$ cat config.mk
export PLATFORM = sky130hd
export DESIGN_NAME = uart_rx_fifo
export DESIGN_NICKNAME = d
export VERILOG_FILES = /design/src/rtl/uart_pkg.sv /design/src/rtl/sync_fifo.sv /design/src/rtl/uart_rx_fifo.sv
export SDC_FILE = /design/constraint.sdc
export NUM_CORES = 1
export LEC_CHECK = 0
export CAP_MARGIN = 20
export CORE_MARGIN = 3
export CORE_UTILIZATION = 63
export DETAILED_ROUTE_END_ITERATION = 8
export GPL_TIMING_DRIVEN = 0
export PLACE_DENSITY = 0.87
export SLEW_MARGIN = 25
export SYNTH_ARGS = -nofsm -noshare
export SYNTH_HDL_FRONTEND = slang
export SYNTH_SLANG_ARGS = --single-unit
$ cat constraint.sdc
create_clock -name i_CLK -period 4.5 [get_ports i_CLK]
set_clock_uncertainty 0.15 [all_clocks]
set_input_delay 0.45 -clock i_CLK [delete_from_list [all_inputs] [get_ports i_CLK]]
set_output_delay 0.45 -clock i_CLK [all_outputs]
set_load 0.01 [all_outputs]
$ cat src/rtl/uart_pkg.sv
// Shared UART definitions: parity modes, receiver FSM states and default bit timing.
package uart_pkg;

    // Parity modes selectable on the receiver (and later the transmitter)
    localparam int PAR_NONE = 0;
    localparam int PAR_ODD  = 1;
    localparam int PAR_EVEN = 2;

    // 25 MHz system clock divided down to 115200 baud
    localparam int DEFAULT_CYCLES_PER_BIT = 217;

    // Receiver frame-decoding states
    typedef enum logic [2:0] {
        S_IDLE,
        S_START,
        S_DATA,
        S_PARITY,
        S_STOP,
        S_WAIT_IDLE
    } rx_state_t;

endpackage

$ cat src/rtl/sync_fifo.sv
// Small first-word-fall-through FIFO with register storage and count-based flags.
module sync_fifo #(
    parameter int WIDTH = 8,
    parameter int DEPTH = 4
) (
    input  logic                     clk,
    input  logic                     rst,
    input  logic                     push,
    input  logic [WIDTH-1:0]         push_data,
    input  logic                     pop,
    output logic [WIDTH-1:0]         head,
    output logic                     empty,
    output logic                     full,
    output logic [$clog2(DEPTH):0]   count
);

    localparam int AW = $clog2(DEPTH);
    localparam int CW = AW + 1;

    logic [WIDTH-1:0] mem [DEPTH];
    logic [AW-1:0]    wr_ptr;
    logic [AW-1:0]    rd_ptr;
    logic             do_push;
    logic             do_pop;

    assign empty   = (count == '0);
    assign full    = (count == CW'(DEPTH));
    assign do_pop  = pop && !empty;
    assign do_push = push && (!full || do_pop);
    assign head    = empty ? '0 : mem[rd_ptr];

    // Storage needs no reset: the head is masked to zero while the FIFO is empty
    always_ff @(posedge clk) begin
        if (do_push) begin
            mem[wr_ptr] <= push_data;
        end
    end

    // Pointers wrap naturally because DEPTH is a power of two
    always_ff @(posedge clk or posedge rst) begin
        if (rst) begin
            wr_ptr <= '0;
            rd_ptr <= '0;
            count  <= '0;
        end else begin
            if (do_push) begin
                wr_ptr <= wr_ptr + AW'(1);
            end
            if (do_pop) begin
                rd_ptr <= rd_ptr + AW'(1);
            end
            if (do_push && !do_pop) begin
                count <= count + CW'(1);
            end else if (do_pop && !do_push) begin
                count <= count - CW'(1);
            end
        end
    end

endmodule

$ cat src/rtl/uart_rx_fifo.sv
// Parametrised UART receiver: line synchroniser, frame decoder with error
// detection, and a FWFT FIFO so consumers can pop words at their own pace.
module uart_rx_fifo
    import uart_pkg::*;
#(
    parameter int CYCLES_PER_BIT = DEFAULT_CYCLES_PER_BIT,
    parameter int DATA_BITS      = 8,
    parameter int PARITY         = PAR_NONE,
    parameter int STOP_BITS      = 1,
    parameter int FIFO_DEPTH     = 4
) (
    input  logic                          i_CLK,
    input  logic                          i_RESET,
    input  logic                          i_SERIAL_DATA,
    input  logic                          i_READ,
    output logic [DATA_BITS-1:0]          o_DATA,
    output logic                          o_DATA_VALID,
    output logic [$clog2(FIFO_DEPTH):0]   o_FIFO_COUNT,
    output logic                          o_PARITY_ERR,
    output logic                          o_FRAME_ERR,
    output logic                          o_OVERRUN
);

    localparam int TW = $clog2(CYCLES_PER_BIT);
    localparam int BW = $clog2(DATA_BITS);
    localparam logic [TW-1:0] BIT_LAST  = TW'(CYCLES_PER_BIT - 1);
    localparam logic [TW-1:0] HALF_LAST = TW'((CYCLES_PER_BIT - 1) / 2 - 1);
    localparam logic [BW-1:0] DATA_LAST = BW'(DATA_BITS - 1);
    localparam logic          STOP_LAST = 1'(STOP_BITS - 1);

    rx_state_t state, state_next;

    logic                 sync_meta, sync_line, line_prev, line_fall;
    logic [TW-1:0]        timer;
    logic [BW-1:0]        bit_cnt;
    logic                 stop_cnt;
    logic                 stop_bad;
    logic [DATA_BITS-1:0] shift_reg;
    logic                 parity_bit;
    logic                 data_xor, parity_ok;
    logic                 half_tick, bit_tick;
    logic                 timer_clr, shift_en, par_en, stop_en;
    logic                 push, perr_set, ferr_set, ovr_set;
    logic                 fifo_empty, fifo_full;

    assign line_fall = line_prev & ~sync_line;
    assign half_tick = (timer == HALF_LAST);
    assign bit_tick  = (timer == BIT_LAST);
    assign data_xor  = (^shift_reg) ^ parity_bit;
    assign parity_ok = (PARITY == PAR_ODD)  ? data_xor  :
                       (PARITY == PAR_EVEN) ? ~data_xor : 1'b1;

    // Two-flop synchroniser idling high, plus a delayed copy for falling-edge detection
    always_ff @(posedge i_CLK or posedge i_RESET) begin
        if (i_RESET) begin
            sync_meta <= 1'b1;
            sync_line <= 1'b1;
            line_prev <= 1'b1;
        end else begin
            sync_meta <= i_SERIAL_DATA;
            sync_line <= sync_meta;
            line_prev <= sync_line;
        end
    end

    // Bit timer restarts at every sample point so samples stay one bit period apart
    always_ff @(posedge i_CLK or posedge i_RESET) begin
        if (i_RESET) begin
            timer <= '0;
        end else if (timer_clr) begin
            timer <= '0;
        end else begin
            timer <= timer + TW'(1);
        end
    end

    // FSM state register
    always_ff @(posedge i_CLK or posedge i_RESET) begin
        if (i_RESET) begin
            state <= S_IDLE;
        end else begin
            state <= state_next;
        end
    end

    // Next-state logic and per-sample strobes; frame verdict taken at the last stop mid-sample
    always_comb begin
        state_next = state;
        timer_clr  = 1'b0;
        shift_en   = 1'b0;
        par_en     = 1'b0;
        stop_en    = 1'b0;
        push       = 1'b0;
        perr_set   = 1'b0;
        ferr_set   = 1'b0;
        ovr_set    = 1'b0;
        case (state)
            S_IDLE: begin
                timer_clr = 1'b1;
                if (line_fall) begin
                    state_next = S_START;
                end
            end
            S_START: begin
                if (half_tick) begin
                    timer_clr  = 1'b1;
                    state_next = sync_line ? S_IDLE : S_DATA;
                end
            end
            S_DATA: begin
                if (bit_tick) begin
                    timer_clr = 1'b1;
                    shift_en  = 1'b1;
                    if (bit_cnt == DATA_LAST) begin
                        state_next = (PARITY != PAR_NONE) ? S_PARITY : S_STOP;
                    end
                end
            end
            S_PARITY: begin
                if (bit_tick) begin
                    timer_clr  = 1'b1;
                    par_en     = 1'b1;
                    state_next = S_STOP;
                end
            end
            S_STOP: begin
                if (bit_tick) begin
                    timer_clr = 1'b1;
                    stop_en   = 1'b1;
                    if (stop_cnt == STOP_LAST) begin
                        if (stop_bad || !sync_line) begin
                            ferr_set   = 1'b1;
                            state_next = S_WAIT_IDLE;
                        end else if (!parity_ok) begin
                            perr_set   = 1'b1;
                            state_next = S_IDLE;
                        end else if (fifo_full && !i_READ) begin
                            ovr_set    = 1'b1;
                            state_next = S_IDLE;
                        end else begin
                            push       = 1'b1;
                            state_next = S_IDLE;
                        end
                    end
                end
            end
            S_WAIT_IDLE: begin
                timer_clr = 1'b1;
                if (sync_line) begin
                    state_next = S_IDLE;
                end
            end
            default: begin
                state_next = S_IDLE;
            end
        endcase
    end

    // Frame datapath: LSB-first shift register, parity capture and stop-bit bookkeeping
    always_ff @(posedge i_CLK or posedge i_RESET) begin
        if (i_RESET) begin
            bit_cnt    <= '0;
            stop_cnt   <= 1'b0;
            stop_bad   <= 1'b0;
            shift_reg  <= '0;
            parity_bit <= 1'b0;
        end else begin
            if (state == S_START) begin
                bit_cnt  <= '0;
                stop_cnt <= 1'b0;
                stop_bad <= 1'b0;
            end
            if (shift_en) begin
                shift_reg <= {sync_line, shift_reg[DATA_BITS-1:1]};
                bit_cnt   <= bit_cnt + BW'(1);
            end
            if (par_en) begin
                parity_bit <= sync_line;
            end
            if (stop_en) begin
                stop_cnt <= stop_cnt + 1'b1;
                if (!sync_line) begin
                    stop_bad <= 1'b1;
                end
            end
        end
    end

    // Error pulses are registered so they line up with the push edge and last one cycle
    always_ff @(posedge i_CLK or posedge i_RESET) begin
        if (i_RESET) begin
            o_PARITY_ERR <= 1'b0;
            o_FRAME_ERR  <= 1'b0;
            o_OVERRUN    <= 1'b0;
        end else begin
            o_PARITY_ERR <= perr_set;
            o_FRAME_ERR  <= ferr_set;
            o_OVERRUN    <= ovr_set;
        end
    end

    sync_fifo #(
        .WIDTH (DATA_BITS),
        .DEPTH (FIFO_DEPTH)
    ) u_fifo (
        .clk       (i_CLK),
        .rst       (i_RESET),
        .push      (push),
        .push_data (shift_reg),
        .pop       (i_READ),
        .head      (o_DATA),
        .empty     (fifo_empty),
        .full      (fifo_full),
        .count     (o_FIFO_COUNT)
    );

    assign o_DATA_VALID = ~fifo_empty;

endmodule

Yosys cells after proc, flatten, opt, wreduce, memory -nomap -nowiden. Memory sizes are Yosys's and may differ from the RTL's. Index checks and enable logic that the tools add are counted.

Register bits after elaboration: 36. RAM bits: 32. Output and inout port bits: 15. Bits in latches: 0. Memories kept: 1. Memory bits (read-only): 0.

Memories: u_fifo.mem (depth 4, bits a word 8, rd ports 1, clocked after memory_dff 0, write ports 1, line sync_fifo.sv:20) `logic [WIDTH-1:0] mem [DEPTH];`.

Equality and inequality tests: 17. Divide/modulo/power cells: 0. Reductions and logical operators: 21. Add/subtract/negate cells: 7. Magnitude comparators: 0. Bitwise operators: 3. Multipliers: 0. Muxes and demuxes: 43. Shifts and indexed selects: 0.

Operators with widths (count): 3-bit two-way mux (13); 1-bit two-way mux (25); 3-bit one-hot mux with 6 select lines (1); 8-bit two-way mux (2); 2-bit != test, second input constant (8); 3-bit equality test, second input constant (4); 8-bit by 1-bit adder with 8-bit output, second input constant (1); 8-bit by 7-bit equality test with 1-bit output, second input constant (1); 8-bit equality test, second input constant (1); 8-bit AND reduction (1); 3-bit by 1-bit adder with 3-bit output, second input constant (2); 3-bit by 2-bit equality test with 1-bit output, second input constant (2); 1-bit logical NOT (6); 3-bit logical NOT (2); 2-bit nonzero test (3); 1-bit logical AND (5); 2-bit by 1-bit adder with 2-bit output, second input constant (2); 3-bit by 1-bit equality test with 1-bit output, second input constant (1); 1-bit one-hot mux with 3 select lines (1); 3-bit OR reduction (1); 3-bit by 1-bit subtractor with 3-bit output, second input constant (1); 1-bit logical OR (2); 2-bit two-way mux (1); 1-bit NOT (2); other kinds (3) (3).

Logic depth before layout (Yosys ltp). Gate-level depths: netlist of the first run.

Word-level depth: 12. Depth in mapped cells: 12.

By module. Synthesis of the first run repeated with hierarchy kept, for this count alone.

Cell total of the unflattened synthesis: 215. Area total of the unflattened synthesis: 3059.2 sq um.

Modules (own cells, without submodules): sync_fifo (area each 1657.8 sq um, cells an instance 88, times used 1); uart_rx_fifo (area each 1401.3 sq um, cells an instance 127, times used 1).

Worst setup path after synthesis of the first run. No wires, ideal clock.

Path kind: flip-flop to flip-flop. Start point: reg timer[0]. End point: reg u_fifo.count[2]. Cell stages (with the launch flop): 13. Data required time: 4.271 ns. Data arrival time: 2.498 ns. Setup slack: 1.773 ns. Path buffers: 1. Cell sequence: dfrtp_1 -> inv_1 -> ha_1 -> and4b_1 -> buf_6 -> nand4_4 -> nor4b_4 -> ha_1 -> inv_1 -> fa_1 -> xor2_1 -> nor2_1 -> xor2_1.

Longest elaborated chain between the ends: 7.

RTL lines: from (decl) (line uart_rx_fifo.sv:34) `logic [TW-1:0] timer;`; from (signal assigned) (line uart_rx_fifo.sv:73) `timer <= timer + TW'(1);`; 8-bit equality test * (line uart_rx_fifo.sv:48) `assign bit_tick = (timer == BIT_LAST);`; 1-bit two-way mux * (line uart_rx_fifo.sv:127) `if (bit_tick) begin`; 1-bit two-way mux * (line uart_rx_fifo.sv:97) `case (state)`; 1-bit logical AND * (line sync_fifo.sv:29) `assign do_push = push && (!full || do_pop);`; net u_fifo.do_push (line sync_fifo.sv:23) `logic do_push;`; 1-bit logical NOT (line sync_fifo.sv:54) `end else if (do_pop && !do_push) begin`; 1-bit logical AND (line sync_fifo.sv:54); 2-bit nonzero test (no source line); to (signal assigned) (line sync_fifo.sv:53) `count <= count + CW'(1);`; to (signal assigned) (line sync_fifo.sv:55) `count <= count - CW'(1);`; to (decl) (line sync_fifo.sv:14) `output logic [$clog2(DEPTH):0] count`.

The timed path passes the listed nets; every way through them passes the cells marked *. A chain may end at the register's enable or synchronous reset.

Worst setup path after layout of the first run. Ends and elaborated chain as after synthesis.

==> run metrics, run 1 <==
core area=4530 sq um; 1st-pass router iterations=4; endpoints failing hold=0; number of stages on the worst setup path=12; CTS Hold Bufs=0; Post-synth ARST share=52.9%; Synth top cells by count=dfrtp_1 (33), edfxtp_1 (32), nor2_1 (17); Yosys warning count=0; Clock Path Buffers=2; GRT Total Usage=20.9%; setup repair bufs after CTS=0; post-synthesis sequential area ratio=60.9%; # H-tree levels=3; Synth Cell Area=3060 sq um; worst setup path start=timer[0]; largest net degree at the start of global routing=37; RSZ-0062 raised after global routing=no; Fin Setup TNS=0 ns; Reg clk slew, reported paths=0.07 ns; post-cts resize count=0; CP Capture Type=register; WP buf/inv=3; top post-synthesis cells by area=edfxtp_1 (31%), dfrtp_1 (27%), mux4_2 (5.9%); RD Place Congestion=0.912; WL/cell=16.2 um; top-count cell post-synth=dfrtp_1; relative slew slack=49.6%; number of CTS-inserted buffers=9; Slew @ Worst Pin=0.755 ns; fin. max-slew vios=0; die width=75.7 um; cell depth of the worst flop-to-flop path=12; HP Start=sync_meta; syn_area_per_cell=14.1 sq um; CP Launch Type=register; IR drop worst, VDD=0.245 mV; post-synthesis xor/xnor area fraction=3.43%; power density cells=372 nW/um^2; die area=5730 sq um; Area Overhead vs Synth=13.4%; critical path class=reg2reg; Die Y-Extent=75.7 um; initial core utilization=67.5%; slowest stage delay, CP=0.54 ns; fmax=0.320 GHz; DRT Wirelength=5100 um; FP Rows=24; worst path required time=4.60 ns; Lkg Pwr=0.00150 uW; max_cap viols=0; Min Clock Period, post-route=3.12 ns; clock net sink count=68; clk root buf=clkbuf_8; adder-cell share of the synthesized area=4.33%; post-synthesis mux area share=10.7%; cell taking the most area after synthesis=edfxtp_1; WHS=0.209 ns; Avg Vias per Cell=5.53; post-synthesis compound-gate area fraction=4.66%; Hold Path Depth=0; DP HPWL=3410 um; DR DRC count=0; Largest delay share family, worst path=simple AND/OR/NAND/NOR gates; fraction of layout cells with a size suffix above 1=21.2%; Synth Flop Type=dfrtp_1; final setup vio count=0; crit path cell chain=inv_1 -> ha_1 -> and4b_1 -> buf_6 -> nand4_4 -> nor4b_4 -> ha_1 -> inv_1 -> fa_1 -> xor2_1 -> nor2_1 -> xor2_1; Cell variety after synth=48; RR Startpoint=timer[0]; Clk Latency, worst-skew pair=0.33 ns; R2R Setup Slk=1.38 ns; status=finished, final reports clean; largest fanout on the critical path=7; ANT nets after route=0; Post-synth EDFFs=32; Synth Register Bits=68; FF-to-FF End=u_fifo.count[2]; Finished Core Util=76.6%; first-pass GRT wire length=8470 um; hold worst-path end=sync_line; IO Pins=19; initial drt markers=157; main combinational cell family by area after synthesis=simple AND/OR/NAND/NOR gates; Simple-Gate Fraction of Synth Area=12.7%; Tcrit/Tclk final=69.4%; post-synth top area share=31.4%; initial antenna violation count=0; Slowest cell on crit path=nor4b_4; max FFs per register=32; fill count=269; grt ovf=0; Vias=1,742; I/O Buffers=17; CP arrival=3.22 ns; TritonCTS clock tree=yes; Mapped Cells=218; type of the tightest min-delay check=reg2reg; Post-Syn Nets=232; vias in the first global route=1,746; final net count=260; ant diodes=0
==> cell families after synthesis <==
| kind of cell | after synthesis |
|---|---|
| fa+ha+maj | 10 |
| mux | 21 |
| flops | 68 |
| buf+inv | 20 |
| xor+xnor | 12 |
| simple gates | 65 |
| other cells | 1 |
| compound gates | 21 |
==> stage by stage <==
stage | std cells | setup WS (ns) | instance area [sq um] | power (uW)
finish | 315 | 1.38 | 3470 | 1290
global route | 315 | 1.19 | 3470 | 1360
CTS | 315 | 1.36 | 3470 | 1300
detailed placement | 300 | 1.45 | 3310 | 885
global placement | 300 | 1.52 | 3310 | 877
floorplan | 218 | 1.77 | 3060 | 846
==> power breakdown <==
group	total, uW	switching, uW	internal, uW
logic	153	87.3	65.3
registers	720	39.7	680
clock network	419	209	209
total	1290	336	955
==> worst max path at each step <==
stage	endpoint	slack, ns
2_1_floorplan	u_fifo.count[2]	1.77
3_3_place_gp	u_fifo.count[2]	1.52
3_5_place_dp	u_fifo.count[2]	1.45
4_1_cts	u_fifo.count[2]	1.36
5_1_grt	u_fifo.count[2]	1.19
6_report	u_fifo.count[2]	1.38
==> layout make-up <==
type,instances,area [sq um],area share (%)
plain buffers,11,62.6,1.80
clock inverters,3,15.0,0.432
flip-flops and latches,68,1870,53.7
well taps,65,81.3,2.34
repair buffers,17,170,4.90
inverters,9,33.8,0.972
clock buffers,12,145,4.18
multi-input cells,130,1100,31.7
==> cells in the final DEF, fill, tap and decap left out, types with 3 or more instances in the layout <==
| cell type | netlist | final |
|---|---|---|
| clkinv_2 | 0 | 3 |
| edfxtp_1 | 32 | 32 |
| and2_2 | 4 | 4 |
| nor2_1 | 17 | 17 |
| buf_2 | 4 | 4 |
| nand2b_1 | 3 | 3 |
| and2_1 | 8 | 8 |
| nand3_1 | 8 | 8 |
| o21ai_0 | 9 | 9 |
| clkbuf_1 | 3 | 5 |
| dfstp_2 | 3 | 3 |
| xnor2_1 | 8 | 8 |
| inv_1 | 9 | 8 |
| dfrtp_1 | 33 | 33 |
| clkbuf_8 | 0 | 10 |
| mux2_2 | 9 | 9 |
| ha_1 | 9 | 9 |
| mux4_2 | 8 | 8 |
| clkdlybuf4s50_1 | 0 | 17 |
| nand2_1 | 9 | 9 |
| xor2_1 | 4 | 4 |
==> layer usage <==
layer,vias to the layer above,GRT usage (%),share of wire (%)
met5,-,0,0
met4,0,8.93,1.3
met3,9,6.46,4.1
met2,39,32.8,49
met1,860,27.2,46
li1,834,-,-
(Power assumes the default switching activity.)
==> run 2, diff against run 1 <==
--- a/config.mk
+++ b/config.mk
@@ -7,10 +7,10 @@
 export LEC_CHECK = 0
 export CAP_MARGIN = 20
 export CORE_MARGIN = 3
-export CORE_UTILIZATION = 63
+export CORE_UTILIZATION = 53
 export DETAILED_ROUTE_END_ITERATION = 8
 export GPL_TIMING_DRIVEN = 0
-export PLACE_DENSITY = 0.87
+export PLACE_DENSITY = 0.78
 export SLEW_MARGIN = 25
 export SYNTH_ARGS = -nofsm -noshare
 export SYNTH_HDL_FRONTEND = slang
==> constraint.sdc (replaced) <==
create_clock -name i_CLK -period 2.82 [get_ports i_CLK]
set_clock_uncertainty 0.15 [all_clocks]
set_input_delay 0.282 -clock i_CLK [delete_from_list [all_inputs] [get_ports i_CLK]]
set_output_delay 0.282 -clock i_CLK [all_outputs]
set_load 0.01 [all_outputs]
==> run metrics, run 2 (synthesis gave the netlist of run 1 again) <==
initial core utilization=55.3% (-12 points); cell depth of the worst flop-to-flop path=12 (unchanged); Min Clock Period, post-route=2.66 ns (-0.457 ns); number of stages on the worst setup path=12 (unchanged); Area Overhead vs Synth=16.9%; Reg clk slew, reported paths=0.07 ns (about the same); final setup vio count=0 (unchanged); worst path required time=2.92 ns (-1.68 ns); number of CTS-inserted buffers=9 (unchanged); Clock Path Buffers=2 (unchanged); relative slew slack=59.3% (+9.7 points); Sw Ratio=27.3% (+1.3 points); RSZ-0062 raised after global routing=no; slowest stage delay, CP=0.42 ns (-0.12 ns); ant diodes=0 (unchanged); clock net sink count=68 (unchanged); die width=82.0 um (+8.3%); area post-placement=3350 sq um (+1.1%); Switch Pwr=569 uW (+69%); max_cap viols=0 (unchanged); Lkg Pwr=0.00152 uW (+1.2%); fin. max-slew vios=0 (unchanged); final net count=268 (+3.1%); Vias=1,806 (+3.7%); fraction of layout cells with a size suffix above 1=25.5% (+4.3 points); DP HPWL=3400 um (-0.30%); Seq pwr share=55.1% (-0.6 points); WHS=0.102 ns (-0.107 ns); initial drt markers=130 (-17%); core area=5540 sq um (+22%); Slowest cell on crit path=dfrtp_1; CP Launch Type=register; GRT Total Usage=17.0% (-3.9 points); fmax=0.375 GHz (+17%); Avg Vias per Cell=5.46 (-1.3%); ANT nets after route=0 (unchanged); commonest non-fill, non-tap cells in the layout=dfrtp_1 (33), edfxtp_1 (32), nor2_1 (17), clkdlybuf4s50_1 (17); status=finished, final reports clean; vias in the first global route=1,735 (-0.63%); grt ovf=0 (unchanged); Largest delay share family, worst path=simple AND/OR/NAND/NOR gates; # H-tree levels=3 (unchanged); Tcrit/Tclk final=94.5% (+25 points); die area=6730 sq um (+17%); fin area=3580 sq um (+3.0%); Post-Layout Cell Count=331 (+5.1%); power density cells=582 nW/um^2 (+57%); critical path class=reg2reg; clock network power share=32.9% (+0.5 points); Placed Cells=308 (+2.7%); Die Y-Extent=82.0 um (+8.3%); I/O Buffers=17 (unchanged); Int Pwr=1510 uW (+58%); IO Pins=19 (unchanged); Slew @ Worst Pin=0.602 ns (-0.153 ns); RD Place Congestion=0.870 (-4.6%); endpoints failing hold=0 (unchanged); CP Capture Type=register; DR DRC count=0 (unchanged); WL/cell=15.5 um (-4.0%); IR drop worst, VDD=0.494 mV (+100%); CP arrival=2.77 ns (-0.45 ns); WP buf/inv=3 (unchanged); clk root buf=clkbuf_8; DRT Wirelength=5140 um (+0.82%); largest fanout on the critical path=5 (-2); Comb pwr share=12.0% (+0.2 points); initial antenna violation count=0 (unchanged); crit path cell chain=inv_1 -> ha_2 -> and4b_1 -> buf_6 -> nand4_4 -> nor4b_4 -> ha_2 -> inv_1 -> fa_2 -> xor2_1 -> nor2_1 -> xor2_1; max FFs per register=32 (unchanged); type of the tightest min-delay check=in2async; 1st-pass router iterations=4 (unchanged); largest net degree at the start of global routing=21 (-43%); Clk Latency, worst-skew pair=0.33 ns (about the same); first-pass GRT wire length=8330 um (-1.6%); most common cell after layout, fill and taps aside=dfrtp_1; FP Rows=27 (+13%); TritonCTS clock tree=yes
==> run 2: cell count changes in the layout (fill, tap and decap cells not counted), sizes merged <==
cell      change
buf           +8
clkinvlp      +3
clkbuf        -2
inv           +1
clkinv        -1
==> run 2: area by class of cell <==
cell class                 instances  area [sq um]
clock inverter                     6          41.3
inverter                           9          33.8
timing repair buffer              25           250
buffer                            11          62.6
clock buffer                      10           128
multi-input combinational        130          1110
tap                               72          90.1
fill                             427          1960
sequential                        68          1870
==> run 2: stage by stage <==
step / TNS, ns / setup slack, ns / utilization, % / total power [uW]
3_3_place_gp: -0.110 / -0.0876 / 60.0 / 1400
6_report: 0 / 0.156 / 64.6 / 2080
2_1_floorplan: 0 / 0.0930 / - / 1350
3_5_place_dp: -0.220 / -0.142 / 60.5 / 1410
5_1_grt: 0 / 0.0194 / 64.6 / 2180
4_1_cts: 0 / 0.0537 / 63.7 / 2100
==> run 2: path summary, 6_finish.rpt <==
kind	slack (ns)	end	from
min in group i_CLK	0.20	sync_line	sync_meta
max	0.16	u_fifo.count[2]	timer[0]
max reg2reg	0.16	u_fifo.count[2]	timer[0]
max in group asynchronous	1.90	line_prev	i_RESET
min reg2reg	0.20	sync_line	sync_meta
min	0.10	shift_reg[2]	i_RESET
==> run 2: power groups by stage <==
stage | registers (uW) | logic, uW | clock network (uW)
CTS | 1150 | 249 | 703
finish | 1150 | 250 | 684
detailed placement | 1170 | 247 | 0
global placement | 1170 | 237 | 0
global route | 1160 | 281 | 744
floorplan | 1150 | 198 | 0
==> run 2: timing repair <==
| item | 4_1_cts | 5_1_grt |
|---|---|---|
| cloned | 0 | 0 |
| pin swaps | 1 | 5 |
| endpoints found under the setup margin | 2 | 2 |
| resized for setup | 0 | 3 |
| hold buffers | 0 | 0 |
| setup buffers | 1 | 6 |
==> run 2: per-layer routing <==
| layer | global-route usage, % | wire length [um] | vias to the layer above |
|---|---|---|---|
| met1 | 22.2 | 2330 | 895 |
| met5 | 0 | 0 | - |
| met4 | 8.64 | 96 | 0 |
| met3 | 4.71 | 223 | 13 |
| met2 | 26.1 | 2490 | 51 |
| li1 | - | - | 847 |
